[src/rtl/mips_pkg.sv]
// mips_pkg: constants and types shared by the fetch stage and its IF/ID register.
//   INSTR_WIDTH / IMM_WIDTH  : instruction word and immediate field widths
//   PC_STEP                  : byte distance between sequential instructions
//   RESET_PC                 : default PC after reset
//   IMM_MSB / IMM_LSB        : bounds of the immediate field inside the word
//   fetch_state_e            : fetch FSM states (F_HALT only with FETCH_MISALIGN_CHECK_EN)
package mips_pkg;
    localparam int          INSTR_WIDTH = 32;
    localparam int          IMM_WIDTH   = 16;
    localparam int          PC_STEP     = 4;
    localparam logic [31:0] RESET_PC    = 32'h0000_0000;
    localparam int          IMM_MSB     = 15;
    localparam int          IMM_LSB     = 0;

`ifdef FETCH_MISALIGN_CHECK_EN
    typedef enum logic [1:0] {F_REQ, F_WAIT, F_DRAIN, F_HALT} fetch_state_e;
`else
    typedef enum logic [1:0] {F_REQ, F_WAIT, F_DRAIN} fetch_state_e;
`endif
endpackage

[src/rtl/instr_fetch_ifid_reg.sv]
// ifid_reg: valid/ready IF/ID holding register between fetch and decode.
// Ports:
//   clk, rst            : clock, synchronous active-high reset
//   load_i              : capture instr_i / pc_i and set valid
//   flush_i             : clear valid (highest priority)
//   deq_i               : decode consumed the held entry this cycle
//   instr_i, pc_i       : incoming instruction and its address
//   valid_o, instr_o,
//   pc_o, pc_plus4_o    : held entry
module ifid_reg
    import mips_pkg::*;
#(
    parameter int ADDR_WIDTH = 32,
    parameter int DATA_WIDTH = 32
) (
    input  logic                  clk,
    input  logic                  rst,
    input  logic                  load_i,
    input  logic                  flush_i,
    input  logic                  deq_i,
    input  logic [DATA_WIDTH-1:0] instr_i,
    input  logic [ADDR_WIDTH-1:0] pc_i,
    output logic                  valid_o,
    output logic [DATA_WIDTH-1:0] instr_o,
    output logic [ADDR_WIDTH-1:0] pc_o,
    output logic [ADDR_WIDTH-1:0] pc_plus4_o
);
    logic                  valid_q, valid_d;
    logic [DATA_WIDTH-1:0] instr_q, instr_d;
    logic [ADDR_WIDTH-1:0] pc_q, pc_d;
    logic [ADDR_WIDTH-1:0] pc4_q, pc4_d;

    // Flush beats load, and a load beats the dequeue of the old entry.
    always_comb begin
        valid_d = valid_q;
        instr_d = instr_q;
        pc_d    = pc_q;
        pc4_d   = pc4_q;
        if (flush_i) begin
            valid_d = 1'b0;
        end else if (load_i) begin
            valid_d = 1'b1;
            instr_d = instr_i;
            pc_d    = pc_i;
            pc4_d   = pc_i + ADDR_WIDTH'(PC_STEP);
        end else if (deq_i) begin
            valid_d = 1'b0;
        end
    end

    always_ff @(posedge clk) begin
        if (rst) begin
            valid_q <= 1'b0;
            instr_q <= '0;
            pc_q    <= '0;
            pc4_q   <= '0;
        end else begin
            valid_q <= valid_d;
            instr_q <= instr_d;
            pc_q    <= pc_d;
            pc4_q   <= pc4_d;
        end
    end

    assign valid_o    = valid_q;
    assign instr_o    = instr_q;
    assign pc_o       = pc_q;
    assign pc_plus4_o = pc4_q;
endmodule

[src/rtl/instr_fetch.sv]
// instr_fetch: fetch stage upstream of decode. Owns the PC, keeps at most one
// instruction-memory read outstanding and hands returned words to decode through
// the IF/ID register. Redirects flush the stage and discard in-flight data.
// Optional macro FETCH_MISALIGN_CHECK_EN: a redirect to a non-word-aligned PC sets
// the sticky fetch_misaligned output and halts fetching until reset.
// Ports:
//   clk, rst                         : clock, synchronous active-high reset
//   imem_req_valid/ready/addr        : memory read request channel
//   imem_rsp_valid/data              : memory read response
//   redirect_valid, redirect_pc      : branch/jump redirect
//   ifid_valid/ready                 : IF/ID handshake with decode
//   ifid_instr, ifid_pc,
//   ifid_pc_plus4, ifid_imm          : IF/ID payload
//   fetch_misaligned                 : (macro only) sticky misaligned-redirect flag
module instr_fetch
    import mips_pkg::*;
#(
    parameter int                    ADDR_WIDTH = 32,
    parameter int                    DATA_WIDTH = 32,
    parameter logic [ADDR_WIDTH-1:0] RESET_PC   = ADDR_WIDTH'(mips_pkg::RESET_PC)
) (
    input  logic                  clk,
    input  logic                  rst,
    output logic                  imem_req_valid,
    input  logic                  imem_req_ready,
    output logic [ADDR_WIDTH-1:0] imem_req_addr,
    input  logic                  imem_rsp_valid,
    input  logic [DATA_WIDTH-1:0] imem_rsp_data,
    input  logic                  redirect_valid,
    input  logic [ADDR_WIDTH-1:0] redirect_pc,
    output logic                  ifid_valid,
    input  logic                  ifid_ready,
    output logic [DATA_WIDTH-1:0] ifid_instr,
    output logic [ADDR_WIDTH-1:0] ifid_pc,
    output logic [ADDR_WIDTH-1:0] ifid_pc_plus4,
    output logic [IMM_WIDTH-1:0]  ifid_imm
`ifdef FETCH_MISALIGN_CHECK_EN
    ,
    output logic                  fetch_misaligned
`endif
);
    fetch_state_e          state_q;
    logic [ADDR_WIDTH-1:0] pc_q;
    logic [ADDR_WIDTH-1:0] req_pc_q;
    logic [ADDR_WIDTH-1:0] redirect_pc_aligned;
    logic                  redirect_take;
    logic                  rsp_load;
    logic                  ifid_deq;

    assign redirect_pc_aligned = redirect_pc & ~ADDR_WIDTH'(3);

`ifdef FETCH_MISALIGN_CHECK_EN
    logic misaligned_q;
    logic halt_now;
    // A halted stage ignores further redirects; only reset leaves F_HALT.
    assign halt_now         = redirect_valid && (state_q != F_HALT) && (redirect_pc[1:0] != 2'b00);
    assign redirect_take    = redirect_valid && (state_q != F_HALT) && !halt_now;
    assign fetch_misaligned = misaligned_q;
`else
    assign redirect_take    = redirect_valid;
`endif

    // Only request when the IF/ID slot is free or being drained this cycle, so the
    // response always lands in an empty register.
    assign imem_req_valid = !rst && (state_q == F_REQ) && !redirect_valid
                            && (!ifid_valid || ifid_ready);
    assign imem_req_addr  = pc_q;

    assign rsp_load = (state_q == F_WAIT) && imem_rsp_valid && !redirect_valid;
    assign ifid_deq = ifid_valid && ifid_ready;

    always_ff @(posedge clk) begin
        if (rst) begin
            state_q  <= F_REQ;
            pc_q     <= RESET_PC;
            req_pc_q <= '0;
`ifdef FETCH_MISALIGN_CHECK_EN
            misaligned_q <= 1'b0;
        end else if (halt_now) begin
            misaligned_q <= 1'b1;
            state_q      <= F_HALT;
`endif
        end else if (redirect_take) begin
            pc_q <= redirect_pc_aligned;
            // A request still in flight must have its response swallowed.
            if (state_q == F_WAIT) begin
                state_q <= imem_rsp_valid ? F_REQ : F_DRAIN;
            end
        end else begin
            case (state_q)
                F_REQ: begin
                    if (imem_req_valid && imem_req_ready) begin
                        req_pc_q <= pc_q;
                        pc_q     <= pc_q + ADDR_WIDTH'(PC_STEP);
                        state_q  <= F_WAIT;
                    end
                end
                F_WAIT: begin
                    if (imem_rsp_valid) state_q <= F_REQ;
                end
                F_DRAIN: begin
                    if (imem_rsp_valid) state_q <= F_REQ;
                end
                default: state_q <= state_q;
            endcase
        end
    end

    ifid_reg #(
        .ADDR_WIDTH(ADDR_WIDTH),
        .DATA_WIDTH(DATA_WIDTH)
    ) u_ifid_reg (
        .clk       (clk),
        .rst       (rst),
        .load_i    (rsp_load),
        .flush_i   (redirect_valid),
        .deq_i     (ifid_deq),
        .instr_i   (imem_rsp_data),
        .pc_i      (req_pc_q),
        .valid_o   (ifid_valid),
        .instr_o   (ifid_instr),
        .pc_o      (ifid_pc),
        .pc_plus4_o(ifid_pc_plus4)
    );

    assign ifid_imm = ifid_instr[IMM_MSB:IMM_LSB];
endmodule

[config.mk]
export PLATFORM = sky130hd
export DESIGN_NAME = instr_fetch
export DESIGN_NICKNAME = d
export VERILOG_FILES = /design/src/rtl/mips_pkg.sv /design/src/rtl/instr_fetch_ifid_reg.sv /design/src/rtl/instr_fetch.sv
export SDC_FILE = /design/constraint.sdc
export NUM_CORES = 1
export LEC_CHECK = 0
export CORE_ASPECT_RATIO = 2
export CORE_MARGIN = 10
export CORE_UTILIZATION = 23
export DETAILED_ROUTE_END_ITERATION = 10
export SLEW_MARGIN = 40
export SYNTH_ARGS = -nofsm -noshare
export SYNTH_HDL_FRONTEND = slang
export SYNTH_SLANG_ARGS = --single-unit
[constraint.sdc]
create_clock -name clk -period 2.1 [get_ports clk]
set_input_delay 0.315 -clock clk [delete_from_list [all_inputs] [get_ports clk]]
set_output_delay 0.315 -clock clk [all_outputs]
set_load 0.005 [all_outputs]
# Word-level counts from Yosys, hierarchy flattened
# Index checks and enable logic that the tools add are counted.
# totals
inputBits	70
reg_bits	163
out_inout_bits	146
word_cells	50
# op_classes
n_mux	11
n_addsub	2
n_reduce_logical	23
eq_ne	5
bitwise_logic	1
# ops
operator	count
2-to-1 mux 32 bit	3
adder 32 x 3 -> 32 bit (second input constant)	2
2-to-1 mux 2 bit	5
logical AND 1 bit	7
AND reduction 2 bit	3
nonzero test 2 bit	3
one-hot mux 2 bit (2 select lines)	1
AND reduction 4 bit	1
OR reduction 2 bit	2
logical NOT 1 bit	3
!= test 3 x 1 -> 1 bit (second input constant)	1
!= test 3 x 2 -> 1 bit (second input constant)	1
AND reduction 3 bit	1
nonzero test 3 bit	1
equality test 2 x 1 -> 1 bit (second input constant)	1
equality test 2 bit (second input constant)	1
logical NOT 2 bit	1
2-to-1 mux 1 bit	2
!= test 2 x 1 -> 1 bit (second input constant)	1
logical OR 1 bit	1
inverter 1 bit	1

# Longest topological paths before layout
# depth
depth_word	8
depth_mapped	9
mapped_depth_nobuf	7

# Hierarchy
# From an unflattened synthesis, not the netlist that was laid out.
# hier_totals
cells_unflattened	865
hier_area_um2	6967.9
# modules_own_cells
mod	seq_area_each_um2	cells_per_inst	area_per_inst_um2	instances
ifid_reg	1901.8	480	3839.9	1
instr_fetch	1241.2	385	3128.0	1

# Worst setup path before layout
# Ideal clock, no wire load.
# synth_path
path_type	reg-to-reg
startpoint	register state_q[0]
endpoint	register pc_q[11] (netlist: imem_req_addr[11])
setup_ps	70
arrival_time_ps	1824
slack_ps	206
synth_period_minus_slack_ps	1894
required_ps	2030
path_stages_with_launch	9
n_path_buf	1
path_cell_list	dfxtp_1 -> inv_1 -> ha_1 -> nand4bb_1 -> nand2b_1 -> clkbuf_1 -> nor4_1 -> mux2_2 -> a21oi_1
# synth_via
elab_chain_cells	7
word_cells_on_any_way	8
classes_between	reduce/logical: 8
# synth_rtl
item	line_no	source
from (decl)	instr_fetch.sv:42	fetch_state_e state_q;
from (signal assigned)	instr_fetch.sv:87	state_q <= imem_rsp_valid ? F_REQ : F_DRAIN;
from (signal assigned)	instr_fetch.sv:104	default: state_q <= state_q;
logical NOT 2 bit (*)	instr_fetch.sv:65, instr_fetch.sv:90	
logical AND 1 bit (2 in a row)	instr_fetch.sv:65	assign imem_req_valid = !rst && (state_q == F_REQ) && !redirect_valid
logical AND 1 bit	instr_fetch.sv:66	&& (!ifid_valid || ifid_ready);
logical AND 1 bit	instr_fetch.sv:92	if (imem_req_valid && imem_req_ready) begin
nonzero test 2 bit (no source line)	--	
AND reduction 2 bit (no source line) (*)	--	
to (signal assigned)	instr_fetch.sv:84	pc_q <= redirect_pc_aligned;
to (signal assigned)	instr_fetch.sv:94	pc_q <= pc_q + ADDR_WIDTH'(PC_STEP);
to (decl)	instr_fetch.sv:43	logic [ADDR_WIDTH-1:0] pc_q;
# Mark *: on every way between the ends. The rest lies on a longest branch, timed or not.
# A chain may end at the register's enable or synchronous reset.

# Worst setup path in the final report
# layout_path
startpoint	register pc_q[6] (netlist: imem_req_addr[6])
endpoint	register pc_q[31] (netlist: imem_req_addr[31])
# layout_via
elab_chain_cells	4
# layout_rtl
item	line_no	source
adder 32 x 3 -> 32 bit	instr_fetch.sv:94	
2-to-1 mux 32 bit	instr_fetch.sv:92	
2-to-1 mux 32 bit	instr_fetch.sv:90	case (state_q)
2-to-1 mux 32 bit	instr_fetch.sv:83	end else if (redirect_take) begin
# No other way between the ends. The select of a mux whose other input is x is not followed.

==> flow_summary_export.csv <==
group,metric,value,unit
worst_setup_path,worstSetupPathType,"flip-flop to flip-flop",
yosys,async_flop_share,0,%
clocking,path_clk_slew,0.07,ns
global_routing,gr-total-overflow,0,
clocking,worstSkewPairLatency,0.44,ns
placement,place_inst,1444,
global_routing,grt_pass1_vias,6675,
yosys,ys_seq_area_share,44.5,%
floorplanning,placementRows,90,
timing,worst_slack,0.133,ns
worst_setup_path,reg2reg_slack,0.13,ns
final_layout,nFillCells,3119,
floorplanning,core,30100,um2
yosys,synth_cells,867,
floorplanning,die_h,266,um
timing,finClkSkew,0.0124,ns
worst_setup_path,r2r-start,"imem_req_addr[6]",
placement,gp_congestion,0.798,
worst_setup_path,worstPathCellList,"nand4_2 > or3_1 > buf_4 > nor4_4 > xnor2_1 > o22ai_1",
timing,hold_violations,0,
timing,slew_violations,0,
worst_setup_path,cp.arrival,2.27,ns
clocking,cts.sinks,155,
drt,routedWlPerCell,16.9,um
final_layout,nets,1171,
final_layout,area_growth_syn_to_layout,49.5,%
drt,postRouteAntennaNets,0,
clocking,cts_made_buffers,17,
global_routing,grt_use_total,12.9,%
run_status,outcome,"finished, final reports clean",
pwr,power.density,660,nW/um2
global_routing,antenna_found_initial,0,
final_layout,drive_above_1_share,13.3,%
final_layout,fin_cells,1478,
drt,drt_first_pass_iters,4,
drt,viasPerCell,4.56,
pwr,p_leak,0.00346,uW
timing,setup_viol,0,
timing,fin_tns_setup,0,ns
yosys,syn_area,6970,um2
worst_hold_path,hold_end,"u_ifid_reg.valid_o",
drt,num_vias,6747,
clocking,clockBufferDepth,2,
worst_hold_path,hold_start,"rst",
floorplanning,die_x,143,um
timing,worstMarginPinSlew,0.701,ns
drt,dr.first_iter.drc_count,391,
clocking,cts_tree,"yes",
worst_setup_path,slowest_delay,0.46,ns
floorplanning,initial_core_util,23.2,%
flow_run,maxCapViolCount,0,
yosys,yosys_register_bits,155,
worst_setup_path,endpoint_kind,"flip-flop",
clocking,root_buffer,"clkbuf_16",
drt,drc,0,
clocking,cts.htree.levels,4,
timing,period_share,93.7,%
yosys,yosysWarningCount,0,
timing,slew_headroom,53.3,%
worst_setup_path,cp_data_required_time,2.40,ns
worst_hold_path,hold_depth,3,
worst_hold_path,hold_path_class,"primary input to flip-flop",
floorplanning,dieArea,38100,um2
pwr,ir_drop,0.592,mV
yosys,synth_edf_count,0,
worst_setup_path,startpoint_type,"flip-flop",
yosys,yosys_most_used_dff,"dfxtp_1",
worst_setup_path,r2r_cells,6,
timing,max_freq,508,MHz
global_routing,grt_first_pass_wirelength,37.9,mm
final_layout,n_antenna_cell,0,
worst_setup_path,cpMaxStageDelayCell,"or3_1",
placement,port_buffers,207,
drt,drt_wl_total,25.0,mm
yosys,syn_area_per_cell,8.04,um2
worst_setup_path,regToRegEndpoint,"imem_req_addr[31]",
yosys,netlist-cell-type-count,52,
worst_setup_path,path_max_fanout,6,
floorplanning,top_level_ports,216,
global_routing,grt_max_degree,155,
placement,place_ws,-0.0516,ns
placement,dp_hpwl,19.1,mm
timing,fin_crit,1.97,ns
## per-layer routing
| layer | routed length (um) | track usage, % | up-vias |
|---|---|---|---|
| met4 | 744 | 6.36 | 0 |
| met5 | 0 | 0 | - |
| li1 | - | - | 3417 |
| met1 | 9520 | 13.6 | 3113 |
| met2 | 13500 | 23.1 | 177 |
| met3 | 1280 | 3.27 | 40 |
## timing repair
item | in CTS | in global routing
setup buffers | 2 | 0
pin swaps | 0 | 0
endpoints found under the setup margin | 1 | 6
hold buffers | 0 | 0
resized for setup | 1 | 7
## placed cells by master (no fill, tap or decap), drive strengths merged, types with 2 or more instances in the layout
master / n
a32oi: 4
conb: 6
buf: 81
a21oi: 119
and4: 7
a22oi: 4
xnor2: 31
xor2: 6
o21ai: 8
nor3: 14
nand2: 224
or3: 4
mux2: 7
clkinv: 8
nand2b: 3
nand4: 14
inv: 17
nor4: 20
clkbuf: 19
a211oi: 26
a31oi: 9
bufinv: 3
and3: 7
and2: 7
o31a: 3
o22ai: 11
clkdlybuf4s50: 205
ha: 4
nor2: 48
nand3: 21
dfxtp: 155
a311oi: 2
## cell type report
| type | count | area [um2] | area share [%] |
|---|---|---|---|
| Clock inverter | 13 | 169 | 1.62 |
| Timing Repair Buffer | 287 | 2740 | 26.3 |
| Sequential cell | 155 | 3100 | 29.8 |
| Tap cell | 368 | 460 | 4.42 |
| Clock buffer | 19 | 433 | 4.16 |
| Inverter | 15 | 56.3 | 0.541 |
| Multi-Input combinational cell | 621 | 3450 | 33.2 |
## kinds of logic after synthesis
group | count (synthesis) | share of synthesized area [%]
other cells | 1 | 0.0538
mux | 8 | 1.28
compound gates | 192 | 16.1
flops | 155 | 44.5
xor+xnor | 37 | 4.65
fa+ha+maj | 4 | 0.718
buf+inv | 96 | 6.72
simple gates | 374 | 26.0
## flip-flops by register name, indices dropped and copies added (netlist names)
register,flops
req_pc_q,30
imem_req_addr,30
u_ifid_reg.instr_o,32
state_q,2
u_ifid_reg.pc_plus4_o,30
u_ifid_reg.valid_o,1
u_ifid_reg.pc_o,30
## through the flow
stage	hold slack, ns	util (%)	total power, uW	area [um2]
after global placement	0.442	32.5	3730	9770
after floorplan	0.451	-	3350	6990
final	0.192	34.6	6870	10400
after CTS	0.157	34.6	6980	10400
after global routing	0.191	34.6	7130	10400
after detailed placement	0.447	32.5	3740	9770
## power breakdown
part           switching (uW)  internal, uW  leakage (uW)
logic                     288           334       0.00191
clock network            1310          1880      0.000297
registers                53.0          3000       0.00126
## synth_stat cells, types with 9 or more instances
master / n / area [um2]
nor4_1: 9 / 56.3
clkbuf_1: 44 / 165
buf_4: 22 / 165
nand4_1: 10 / 62.6
a31oi_1: 9 / 56.3
xnor2_1: 31 / 272
nand3_1: 20 / 100
nand2_1: 223 / 837
dfxtp_1: 155 / 3100
o22ai_1: 11 / 68.8
a211oi_1: 26 / 195
a21oi_1: 119 / 596
nor2_1: 48 / 180
nor3_1: 14 / 70.1
inv_1: 15 / 56.3
## how the worst max path moves through the flow
stage | startpoint | end | cells past startpoint
2_1_floorplan | state_q[0] | imem_req_addr[11] | 8
3_3_place_gp | redirect_valid | imem_req_addr[11] | 6
3_5_place_dp | redirect_valid | imem_req_addr[14] | 8
4_1_cts | state_q[1] | imem_req_valid | 4
5_1_grt | imem_req_addr[2] | imem_req_addr[14] | 8
6_report | imem_req_addr[6] | imem_req_addr[31] | 6
## worst max-delay path: cells and delay by family (launching register included)
family / cells / cell delay [ns]
XOR/XNOR: 1 / 0.15
buffers and inverters: 1 / 0.19
AO/OA/AOI/OAI: 1 / 0.09
AND/OR/NAND/NOR: 3 / 0.95
flip-flops: 1 / 0.44
No activity file was read; power rests on OpenSTA's default activity.
